--- src/rtl/sica_sched_if.sv ---
// Bundles the sample stream, sample-memory write port, update/orth unit
// handshakes and status outputs of the Simplex-FastICA window sequencer.
// Optional macro SICA_SCHED_TIMEOUT_EN adds the timeout_err status signal.
interface sica_sched_if #(
  parameter int DATA_WIDTH = 32,
  parameter int SAMPLES    = 1024,
  parameter int DIM        = 5,
  parameter int MAX_ITER   = 16,
  parameter int ADDR_W     = $clog2(DIM * SAMPLES),
  parameter int COMP_W     = $clog2(DIM),
  parameter int ITER_W     = (MAX_ITER > 1) ? $clog2(MAX_ITER) : 1
);
  logic                  start;
  logic                  abort;
  logic                  in_valid;
  logic [DATA_WIDTH-1:0] in_data;
  logic                  in_ready;
  logic                  mem_we;
  logic [ADDR_W-1:0]     mem_addr;
  logic [DATA_WIDTH-1:0] mem_wdata;
  logic                  upd_start;
  logic                  upd_done;
  logic                  converged;
  logic                  orth_start;
  logic                  orth_done;
  logic [COMP_W-1:0]     comp_idx;
  logic [ITER_W-1:0]     iter_idx;
  logic                  busy;
  logic                  window_done;
  logic [DIM-1:0]        conv_mask;
`ifdef SICA_SCHED_TIMEOUT_EN
  logic                  timeout_err;
`endif

  // Environment side: drives control, stream and unit completions.
  modport master (
`ifdef SICA_SCHED_TIMEOUT_EN
    input  timeout_err,
`endif
    output start, abort, in_valid, in_data, upd_done, converged, orth_done,
    input  in_ready, mem_we, mem_addr, mem_wdata, upd_start, orth_start,
    input  comp_idx, iter_idx, busy, window_done, conv_mask
  );

  // Sequencer side.
  modport slave (
`ifdef SICA_SCHED_TIMEOUT_EN
    output timeout_err,
`endif
    input  start, abort, in_valid, in_data, upd_done, converged, orth_done,
    output in_ready, mem_we, mem_addr, mem_wdata, upd_start, orth_start,
    output comp_idx, iter_idx, busy, window_done, conv_mask
  );
endinterface

--- src/rtl/sica_sched.sv ---
// Simplex-FastICA window sequencer: loads the channel-major sample stream
// into sample memory, then runs the deflation loop (update + orth passes per
// component) and reports per-component convergence.
// Optional macro SICA_SCHED_TIMEOUT_EN bounds each unit wait to TIMEOUT cycles.
module sica_sched #(
  parameter int DATA_WIDTH = 32,
  parameter int SAMPLES    = 1024,
  parameter int DIM        = 5,
  parameter int MAX_ITER   = 16,
  parameter int ADDR_W     = $clog2(DIM * SAMPLES),
  parameter int COMP_W     = $clog2(DIM),
  parameter int ITER_W     = (MAX_ITER > 1) ? $clog2(MAX_ITER) : 1
`ifdef SICA_SCHED_TIMEOUT_EN
  , parameter int TIMEOUT  = 65535
`endif
) (
  input  logic         clk,
  input  logic         rst,
  sica_sched_if.slave  bus
);

  typedef enum logic [2:0] {
    S_IDLE, S_LOAD, S_UPD, S_UPD_WAIT, S_ORTH, S_ORTH_WAIT, S_NEXT, S_DONE
  } state_t;

  localparam logic [ADDR_W-1:0] LAST_ADDR = ADDR_W'(DIM * SAMPLES - 1);
  localparam logic [COMP_W-1:0] LAST_COMP = COMP_W'(DIM - 1);
  localparam logic [ITER_W-1:0] LAST_ITER = ITER_W'(MAX_ITER - 1);

  state_t                state_q, state_d;
  logic [ADDR_W-1:0]     addr_q, addr_d;
  logic [COMP_W-1:0]     comp_q, comp_d;
  logic [ITER_W-1:0]     iter_q, iter_d;
  logic                  conv_flag_q, conv_flag_d;
  logic [DIM-1:0]        conv_mask_q, conv_mask_d;
  logic                  mem_we_q, mem_we_d;
  logic [ADDR_W-1:0]     mem_addr_q, mem_addr_d;
  logic [DATA_WIDTH-1:0] mem_wdata_q, mem_wdata_d;

`ifdef SICA_SCHED_TIMEOUT_EN
  localparam int TMO_W = $clog2(TIMEOUT + 1);
  logic [TMO_W-1:0] tmo_cnt_q, tmo_cnt_d;
  logic             timeout_err_q, timeout_err_d;
  logic             tmo_hit;
  assign tmo_hit = (tmo_cnt_q == TMO_W'(TIMEOUT - 1));
`endif

  // State and datapath registers.
  // NOTE: only flops live here, so every register has a reset value; the
  // sample memory itself is external and is never cleared.
  always_ff @(posedge clk or posedge rst) begin
    if (rst) begin
      state_q     <= S_IDLE;
      addr_q      <= '0;
      comp_q      <= '0;
      iter_q      <= '0;
      conv_flag_q <= 1'b0;
      conv_mask_q <= '0;
      mem_we_q    <= 1'b0;
      mem_addr_q  <= '0;
      mem_wdata_q <= '0;
`ifdef SICA_SCHED_TIMEOUT_EN
      tmo_cnt_q     <= '0;
      timeout_err_q <= 1'b0;
`endif
    end else begin
      // NOTE: non-blocking so every register samples the pre-edge values.
      state_q     <= state_d;
      addr_q      <= addr_d;
      comp_q      <= comp_d;
      iter_q      <= iter_d;
      conv_flag_q <= conv_flag_d;
      conv_mask_q <= conv_mask_d;
      mem_we_q    <= mem_we_d;
      mem_addr_q  <= mem_addr_d;
      mem_wdata_q <= mem_wdata_d;
`ifdef SICA_SCHED_TIMEOUT_EN
      tmo_cnt_q     <= tmo_cnt_d;
      timeout_err_q <= timeout_err_d;
`endif
    end
  end

  // Next-state and counter update; abort overrides every transition.
  always_comb begin
    // NOTE: hold-by-default assignments keep this block free of latches.
    state_d     = state_q;
    addr_d      = addr_q;
    comp_d      = comp_q;
    iter_d      = iter_q;
    conv_flag_d = conv_flag_q;
    conv_mask_d = conv_mask_q;
    mem_we_d    = 1'b0;
    mem_addr_d  = mem_addr_q;
    mem_wdata_d = mem_wdata_q;
`ifdef SICA_SCHED_TIMEOUT_EN
    timeout_err_d = timeout_err_q;
    // Counts cycles spent waiting; any non-wait state re-arms it, so it is
    // zero on entry to every UPD_WAIT/ORTH_WAIT.
    tmo_cnt_d = (state_q == S_UPD_WAIT || state_q == S_ORTH_WAIT)
                ? tmo_cnt_q + 1'b1 : '0;
`endif

    unique case (state_q)
      S_IDLE: begin
        if (bus.start) begin
          state_d     = S_LOAD;
          addr_d      = '0;
          comp_d      = '0;
          iter_d      = '0;
          conv_mask_d = '0;
`ifdef SICA_SCHED_TIMEOUT_EN
          timeout_err_d = 1'b0;
`endif
        end
      end
      S_LOAD: begin
        if (bus.in_valid) begin
          mem_we_d    = 1'b1;
          mem_addr_d  = addr_q;
          mem_wdata_d = bus.in_data;
          addr_d      = addr_q + 1'b1;
          if (addr_q == LAST_ADDR) state_d = S_UPD;
        end
      end
      S_UPD: state_d = S_UPD_WAIT;
      S_UPD_WAIT: begin
        if (bus.upd_done) begin
          conv_flag_d = bus.converged;
          state_d     = S_ORTH;
        end
`ifdef SICA_SCHED_TIMEOUT_EN
        else if (tmo_hit) begin
          timeout_err_d       = 1'b1;
          conv_mask_d[comp_q] = 1'b0;
          state_d             = S_DONE;
        end
`endif
      end
      S_ORTH: state_d = S_ORTH_WAIT;
      S_ORTH_WAIT: begin
        if (bus.orth_done) begin
          if (conv_flag_q || iter_q == LAST_ITER) begin
            conv_mask_d[comp_q] = conv_flag_q;
            state_d             = S_NEXT;
          end else begin
            iter_d  = iter_q + 1'b1;
            state_d = S_UPD;
          end
        end
`ifdef SICA_SCHED_TIMEOUT_EN
        else if (tmo_hit) begin
          timeout_err_d       = 1'b1;
          conv_mask_d[comp_q] = 1'b0;
          state_d             = S_DONE;
        end
`endif
      end
      S_NEXT: begin
        if (comp_q == LAST_COMP) begin
          state_d = S_DONE;
        end else begin
          comp_d  = comp_q + 1'b1;
          iter_d  = '0;
          state_d = S_UPD;
        end
      end
      S_DONE:  state_d = S_IDLE;
      default: state_d = S_IDLE;
    endcase

    if (bus.abort && state_q != S_IDLE) begin
      state_d     = S_IDLE;
      mem_we_d    = 1'b0;
      conv_mask_d = '0;
    end
  end

  // Outputs: pulses decoded from state, write port and indices from registers.
  always_comb begin
    bus.in_ready    = (state_q == S_LOAD);
    bus.upd_start   = (state_q == S_UPD);
    bus.orth_start  = (state_q == S_ORTH);
    bus.window_done = (state_q == S_DONE);
    bus.busy        = (state_q != S_IDLE);
    bus.mem_we      = mem_we_q;
    bus.mem_addr    = mem_addr_q;
    bus.mem_wdata   = mem_wdata_q;
    bus.comp_idx    = comp_q;
    bus.iter_idx    = iter_q;
    bus.conv_mask   = conv_mask_q;
`ifdef SICA_SCHED_TIMEOUT_EN
    bus.timeout_err = timeout_err_q;
`endif
  end

endmodule

--- src/flat_wrapper.sv ---
// flat-port wrapper written by rule: the top's interface ports become plain ports
module sica_sched_flat 
#(
  parameter int DATA_WIDTH = 32,
  parameter int SAMPLES    = 1024,
  parameter int DIM        = 5,
  parameter int MAX_ITER   = 16,
  parameter int ADDR_W     = $clog2(DIM * SAMPLES),
  parameter int COMP_W     = $clog2(DIM),
  parameter int ITER_W     = (MAX_ITER > 1) ? $clog2(MAX_ITER) : 1

)
  (clk, rst, bus_start, bus_abort, bus_in_valid, bus_in_data, bus_upd_done, bus_converged, bus_orth_done, bus_in_ready, bus_mem_we, bus_mem_addr, bus_mem_wdata, bus_upd_start, bus_orth_start, bus_comp_idx, bus_iter_idx, bus_busy, bus_window_done, bus_conv_mask);
  sica_sched_if #(.DATA_WIDTH(DATA_WIDTH), .SAMPLES(SAMPLES), .DIM(DIM), .MAX_ITER(MAX_ITER), .ADDR_W(ADDR_W), .COMP_W(COMP_W), .ITER_W(ITER_W)) bus_i ();
  input  logic clk;
  input  logic rst;
  input wire logic [$bits(bus_i.start)-1:0] bus_start;
  input wire logic [$bits(bus_i.abort)-1:0] bus_abort;
  input wire logic [$bits(bus_i.in_valid)-1:0] bus_in_valid;
  input wire logic [$bits(bus_i.in_data)-1:0] bus_in_data;
  input wire logic [$bits(bus_i.upd_done)-1:0] bus_upd_done;
  input wire logic [$bits(bus_i.converged)-1:0] bus_converged;
  input wire logic [$bits(bus_i.orth_done)-1:0] bus_orth_done;
  output wire logic [$bits(bus_i.in_ready)-1:0] bus_in_ready;
  output wire logic [$bits(bus_i.mem_we)-1:0] bus_mem_we;
  output wire logic [$bits(bus_i.mem_addr)-1:0] bus_mem_addr;
  output wire logic [$bits(bus_i.mem_wdata)-1:0] bus_mem_wdata;
  output wire logic [$bits(bus_i.upd_start)-1:0] bus_upd_start;
  output wire logic [$bits(bus_i.orth_start)-1:0] bus_orth_start;
  output wire logic [$bits(bus_i.comp_idx)-1:0] bus_comp_idx;
  output wire logic [$bits(bus_i.iter_idx)-1:0] bus_iter_idx;
  output wire logic [$bits(bus_i.busy)-1:0] bus_busy;
  output wire logic [$bits(bus_i.window_done)-1:0] bus_window_done;
  output wire logic [$bits(bus_i.conv_mask)-1:0] bus_conv_mask;
  assign bus_i.start = bus_start;
  assign bus_i.abort = bus_abort;
  assign bus_i.in_valid = bus_in_valid;
  assign bus_i.in_data = bus_in_data;
  assign bus_i.upd_done = bus_upd_done;
  assign bus_i.converged = bus_converged;
  assign bus_i.orth_done = bus_orth_done;
  assign bus_in_ready = bus_i.in_ready;
  assign bus_mem_we = bus_i.mem_we;
  assign bus_mem_addr = bus_i.mem_addr;
  assign bus_mem_wdata = bus_i.mem_wdata;
  assign bus_upd_start = bus_i.upd_start;
  assign bus_orth_start = bus_i.orth_start;
  assign bus_comp_idx = bus_i.comp_idx;
  assign bus_iter_idx = bus_i.iter_idx;
  assign bus_busy = bus_i.busy;
  assign bus_window_done = bus_i.window_done;
  assign bus_conv_mask = bus_i.conv_mask;
  sica_sched #(.DATA_WIDTH(DATA_WIDTH), .SAMPLES(SAMPLES), .DIM(DIM), .MAX_ITER(MAX_ITER), .ADDR_W(ADDR_W), .COMP_W(COMP_W), .ITER_W(ITER_W)) u_core (.clk(clk), .rst(rst), .bus(bus_i));
endmodule
--- config.mk ---
export PLATFORM = sky130hd
export DESIGN_NAME = sica_sched_flat
export DESIGN_NICKNAME = d
export VERILOG_FILES = /design/src/rtl/sica_sched_if.sv /design/src/rtl/sica_sched.sv /design/src/flat_wrapper.sv
export SDC_FILE = /design/constraint.sdc
export NUM_CORES = 1
export LEC_CHECK = 0
export CORE_ASPECT_RATIO = 1.4
export CORE_UTILIZATION = 30
export CTS_BUF_LIST = sky130_fd_sc_hd__clkbuf_8
export DETAILED_ROUTE_END_ITERATION = 8
export GPL_ROUTABILITY_DRIVEN = 0
export RECOVER_POWER = 50
export SLEW_MARGIN = 0
export SYNTH_ARGS = -nofsm -noshare
export SYNTH_HDL_FRONTEND = slang
export SYNTH_SLANG_ARGS = --single-unit
--- constraint.sdc ---
create_clock -name clk -period 2 [get_ports clk]
set_input_delay 0.2 -clock clk [delete_from_list [all_inputs] [get_ports clk]]
set_output_delay 0.2 -clock clk [all_outputs]
set_load 0.01 [all_outputs]
# Yosys cells after proc, flatten, opt, wreduce, memory -nomap -nowiden
# Index checks and enable logic that the tools add are counted.
# word_totals
register_bits,75
inputBits,40
output_inout_bits,63
word_cells,82
# classes
addsub,3
n_lt_le_gt_ge,2
eq_ne,21
n_mux,31
n_reduce_logical,16
# ops
op,count
3-bit two-way mux,10
13-bit two-way mux,2
13-bit one-hot mux with 2 select lines,1
3-bit one-hot mux with 8 select lines,1
5-bit two-way mux,4
4-bit two-way mux,4
"3-bit equality test, second input constant",5
"13-bit by 1-bit adder with 13-bit output, second input constant",1
"13-bit equality test, second input constant",1
"3-bit by 2-bit inequality test with 1-bit output, second input constant",4
4-bit one-hot mux with 3 select lines,1
"2-bit inequality test, second input constant",5
5-bit one-hot mux with 2 select lines,1
5-bit AND reduction,2
3-bit nonzero test,3
"3-bit by 2-bit equality test with 1-bit output, second input constant",2
"3-bit by 1-bit inequality test with 1-bit output, second input constant",2
3-bit one-hot mux with 2 select lines,1
3-bit AND reduction,2
5-bit bitwise mux,1
"4-bit by 1-bit adder with 4-bit output, second input constant",1
"4-bit equality test, second input constant",1
"3-bit by 4-bit < comparator with 1-bit output, second input constant",1
1-bit two-way mux,4
10 further kinds,13

# Longest topological paths before layout
# depth
ltp_word,9
mapped_depth,8
ltp_nobuf,8

# Least setup slack after synthesis
# OpenSTA, ideal clock, no wires.
# synth_timing
kind,register to register
from,register u_core.comp_q[0] (netlist: u_core.bus.comp_idx[0])
to,register u_core.iter_q[3] (netlist: u_core.bus.iter_idx[3])
arrival_ns,1.694
required_ns,1.923
path_slack_ns,0.229
stages_incl_launch_ff,8
path_buffers,0
period_less_slack_ns,1.771
cell_sequence,dfrtp_1 -> inv_1 -> ha_1 -> and3_1 -> o21ai_2 -> nand3b_4 -> or3_1 -> a21oi_1
# synth_between
elab_chain_len,3
# synth_lines
element,line,source
from (decl),sica_sched.sv:32,"logic [COMP_W-1:0] comp_q, comp_d;"
from (signal assigned),sica_sched.sv:70,comp_q <= comp_d;
3-bit equality test,sica_sched.sv:160,if (comp_q == LAST_COMP) begin
2-bit inequality test (no line),n/a,
5-bit AND reduction (no line),n/a,
to (signal assigned),sica_sched.sv:71,iter_q <= iter_d;
to (decl),sica_sched.sv:33,"logic [ITER_W-1:0] iter_q, iter_d;"
# No other way between the ends.
# A chain may end at the register's enable or synchronous reset.

# Worst setup path after layout
# layout_timing
from,register u_core.state_q[1]
to,output port bus_busy
# layout_between
elab_chain_len,1
# layout_lines
element,line,source
from (decl),sica_sched.sv:30,"state_t state_q, state_d;"
from (signal assigned),sica_sched.sv:68,state_q <= state_d;
3-bit nonzero test,sica_sched.sv:185,bus.busy = (state_q != S_IDLE);
to (decl),flat_wrapper.sv:32,output wire logic [$bits(bus_i.busy)-1:0] bus_busy;
# No other way between the ends.

==> flow_summary.toml <==
[hold_path]
hp-class = "input port to async pin"

[setup_path]
cp-endpoint = "bus_busy"
slowest_delay_ns = 0.42
path_cells = "inv_1, ha_4, and2b_4, inv_8, dlygate4sd2_1"
startpoint = "u_core.state_q[1]$_DFFE_PP0P_"
required_ns = 1.80
r2r_start = "u_core.state_q[1]$_DFFE_PP0P_"
reg2regPathDepth = 8
rr_endpoint = "u_core.bus.iter_idx[3]$_DFFE_PP0P_"
end_kind = "primary output"
critical-path-top-delay-family = "buffers and inverters"
rrSetupSlack_ns = 0.13
start_kind = "flop"
crit_slowest_cell = "dfrtp_1"
cp_max_fo = 9
critPathArrivalTime_ns = 1.68
critical_path_buf_inv_count = 3
critical_path_class = "flop to primary output"
cp.depth = 5

[detailed_routing]
antenna_left = 0
drt-total-wl_microns = 8040
vias = 2649
drt_iter0_markers = 41
dr.pass1.iters = 4
wl_per_cell_microns = 14.3
via_per_inst = 4.71
drc_errors = 0

[yosys]
synth_cells = 298
synth_area_per_cell_sq_um = 11.8
ys_seq_area_share_pct = 53.3
ys_ff_latch = 75
ys.flop_type = "dfrtp_1"
async_flop_share_pct = 100
syn_area_sq_um = 3520
ys_warn_count = 0
synth-edff-count = 0
syn_nets = 346
yosysUniqueCellTypes = 47

[sta]
holdWs_ns = 0.388
fmaxAchievable_mhz = 532
rsz0062_at_grt = "no"
hold_viol = 0
maxSlewViolCount = 0
tightestPinTransition_ns = 0.864
period_share_pct = 94.0
finClkSkew_ns = 0.00795
fin_setup_tns_ns = 0
slew_headroom_pct = 42.4
setup_viol = 0
period_needed_ns = 1.88

[cells_and_area]
drive_above_1_share_pct = 19.3
diodes = 0
layout.nets = 463
fillers = 1065
multi_input_area_sq_um = 1550
syn2layout_area_growth_pct = 42.2
seqCellArea_sq_um = 1880

[cts]
clkTransAtPathRegs_ns = 0.08
cts_tree = "done"
clock-root-buffer = "clkbuf_8"
cts_max_level = 3
cts_num_sinks = 75
ctsHoldBuffers = 0
clk-insertion-delay-late_ns = 0.34
cts_buffer_depth = 2
post_cts_buffers = 0
cts_buffers = 9

[pwr]
p_leak_nw = 2.21
ir_drop_mv = 0.366
finalPower_w = 0.00617
power.density_nw_per_um2 = 1230

[place]
portBuffers = 102
dp_hpwl_microns = 6050

[die]
core_sq_um = 11400
row_count = 46
die_x_microns = 93.6
die_area_sq_um = 12200
ioPinCount = 103
initial_core_util_pct = 30.9
die_h_microns = 130

[global_route]
antenna_found_initial = 0
grt_pass1_vias = 2729
gr-total-overflow = 0
grt_pass1_wl_microns = 12900
grt_max_degree = 49
grt.total_usage_pct = 13.8

[outcome]
run_status = "completed"

[run]
maxCapViolCount = 0
==> cell usage after synthesis (all sizes together), types with 2 or more instances <==
cell type  count  area, sq um
a21o           2         15.0
a21oi         17         85.1
and2           4         26.3
and3           5         32.5
buf            8         53.8
clkbuf         3         11.3
dfrtp         75         1880
ha             8          100
inv           15         63.8
mux2          44          495
mux2i          4         43.8
nand2         18         67.6
nand3          5         25.0
nand3b         4         42.5
nand4          5         31.3
nor2          17         63.8
nor2b          3         21.3
nor3          13         65.1
nor4           2         42.5
o21ai         17         92.6
o22ai          3         32.5
or2b           2         17.5
or3            2         12.5
xor2          10         87.6
==> worst register-to-register path, cell delays in order, from the launching register on <==
cell,delay (ns)
dfrtp_1,0.40
inv_1,0.12
ha_4,0.21
and2b_4,0.19
inv_8,0.08
o22ai_4,0.08
nand3b_4,0.20
or3_1,0.37
a21oi_1,0.14
==> sequential cells by signal (all words and copies together) (netlist names) <==
register and count:
u_core.bus.iter_idx 4, u_core.addr_q 13, u_core.bus.mem_we 1, u_core.state_q 3, u_core.conv_flag_q 1, u_core.bus.conv_mask 5, u_core.bus.mem_wdata 32, u_core.bus.mem_addr 13
u_core.bus.comp_idx 3
==> routing by layer <==
layer | track usage (%) | vias up | part of all wire (%)
met5 | 0 | - | 0
met4 | 6.52 | 0 | 2.0
met3 | 3.55 | 14 | 5.6
met2 | 25.3 | 73 | 53
met1 | 14.7 | 1292 | 40
li1 | - | 1270 | -
==> timing repair <==
action / 4_1_cts / 5_1_grt
resized for setup: 7 / 4
setup endpoints to repair: 4 / 6
hold endpoints to repair: 0 / 0
==> how the worst min path moves through the flow <==
stage	from	to	slack [ns]	cells after the start
global route	rst	u_core.bus.mem_wdata[2]$_DFFE_PP0P_	0.43	2
detailed placement	u_core.bus.mem_addr[1]$_DFFE_PP0P_	u_core.bus.mem_addr[1]$_DFFE_PP0P_	0.48	2
CTS	rst	u_core.bus.mem_wdata[31]$_DFFE_PP0P_	0.19	2
finish	rst	u_core.bus.mem_wdata[13]$_DFFE_PP0P_	0.39	2
floorplan	bus_in_data[3]	u_core.bus.mem_wdata[3]$_DFFE_PP0P_	0.33	1
global placement	u_core.bus.mem_addr[1]$_DFFE_PP0P_	u_core.bus.mem_addr[1]$_DFFE_PP0P_	0.47	2
==> report_power, final <==
part	switching, W	internal (W)	total (W)
logic	0.00128	0.00148	0.00276
clock network	0.000550	0.000635	0.00119
registers	0.000265	0.00196	0.00222
total	0.00209	0.00407	0.00617
==> through the flow <==
step	std cells	utilization (%)	worst slack, ns	area, sq um
floorplan	298	-	0.229	3530
global placement	548	42.1	0.104	4800
detailed placement	548	42.1	0.0277	4800
CTS	563	44.0	0.00534	5020
global route	563	44.0	0.0356	5010
finish	563	44.0	0.121	5010
==> cells by family (layout without fill, tap and decap cells) <==
logic type | after synthesis | count (layout) | synth area share (%)
flip-flops | 75 | 75 | 53.3
multiplexers | 48 | 48 | 15.3
AO/OA/AOI/OAI | 45 | 45 | 8.20
AND/OR/NAND/NOR | 85 | 85 | 14.0
adder cells (fa/ha/maj) | 8 | 8 | 2.84
XOR/XNOR | 11 | 11 | 2.73
buffers and inverters | 26 | 147 | 3.66
==> layout make-up <==
class | instances | area share [%]
Clock buffer | 11 | 3.02
Clock inverter | 4 | 0.999
Inverter | 15 | 1.30
Multi-Input combinational cell | 197 | 30.9
Sequential cell | 75 | 37.5
Tap cell | 144 | 3.60
Timing Repair Buffer | 117 | 22.7
==> layout by cell type, fill, tap and decap left out, types with 4 or more instances in the layout <==
cell,n
nand3_1,5
xor2_1,10
a21oi_1,17
mux2_2,29
o21ai_0,15
nor3_1,13
clkdlybuf4s50_1,67
ha_1,5
mux2_1,15
nand4_1,5
inv_1,12
nor2_1,17
dfrtp_1,75
and3_1,4
nand2_1,17
clkbuf_8,11
dlygate4sd3_1,30
buf_4,11
Power figures use the tool's default switching activity.
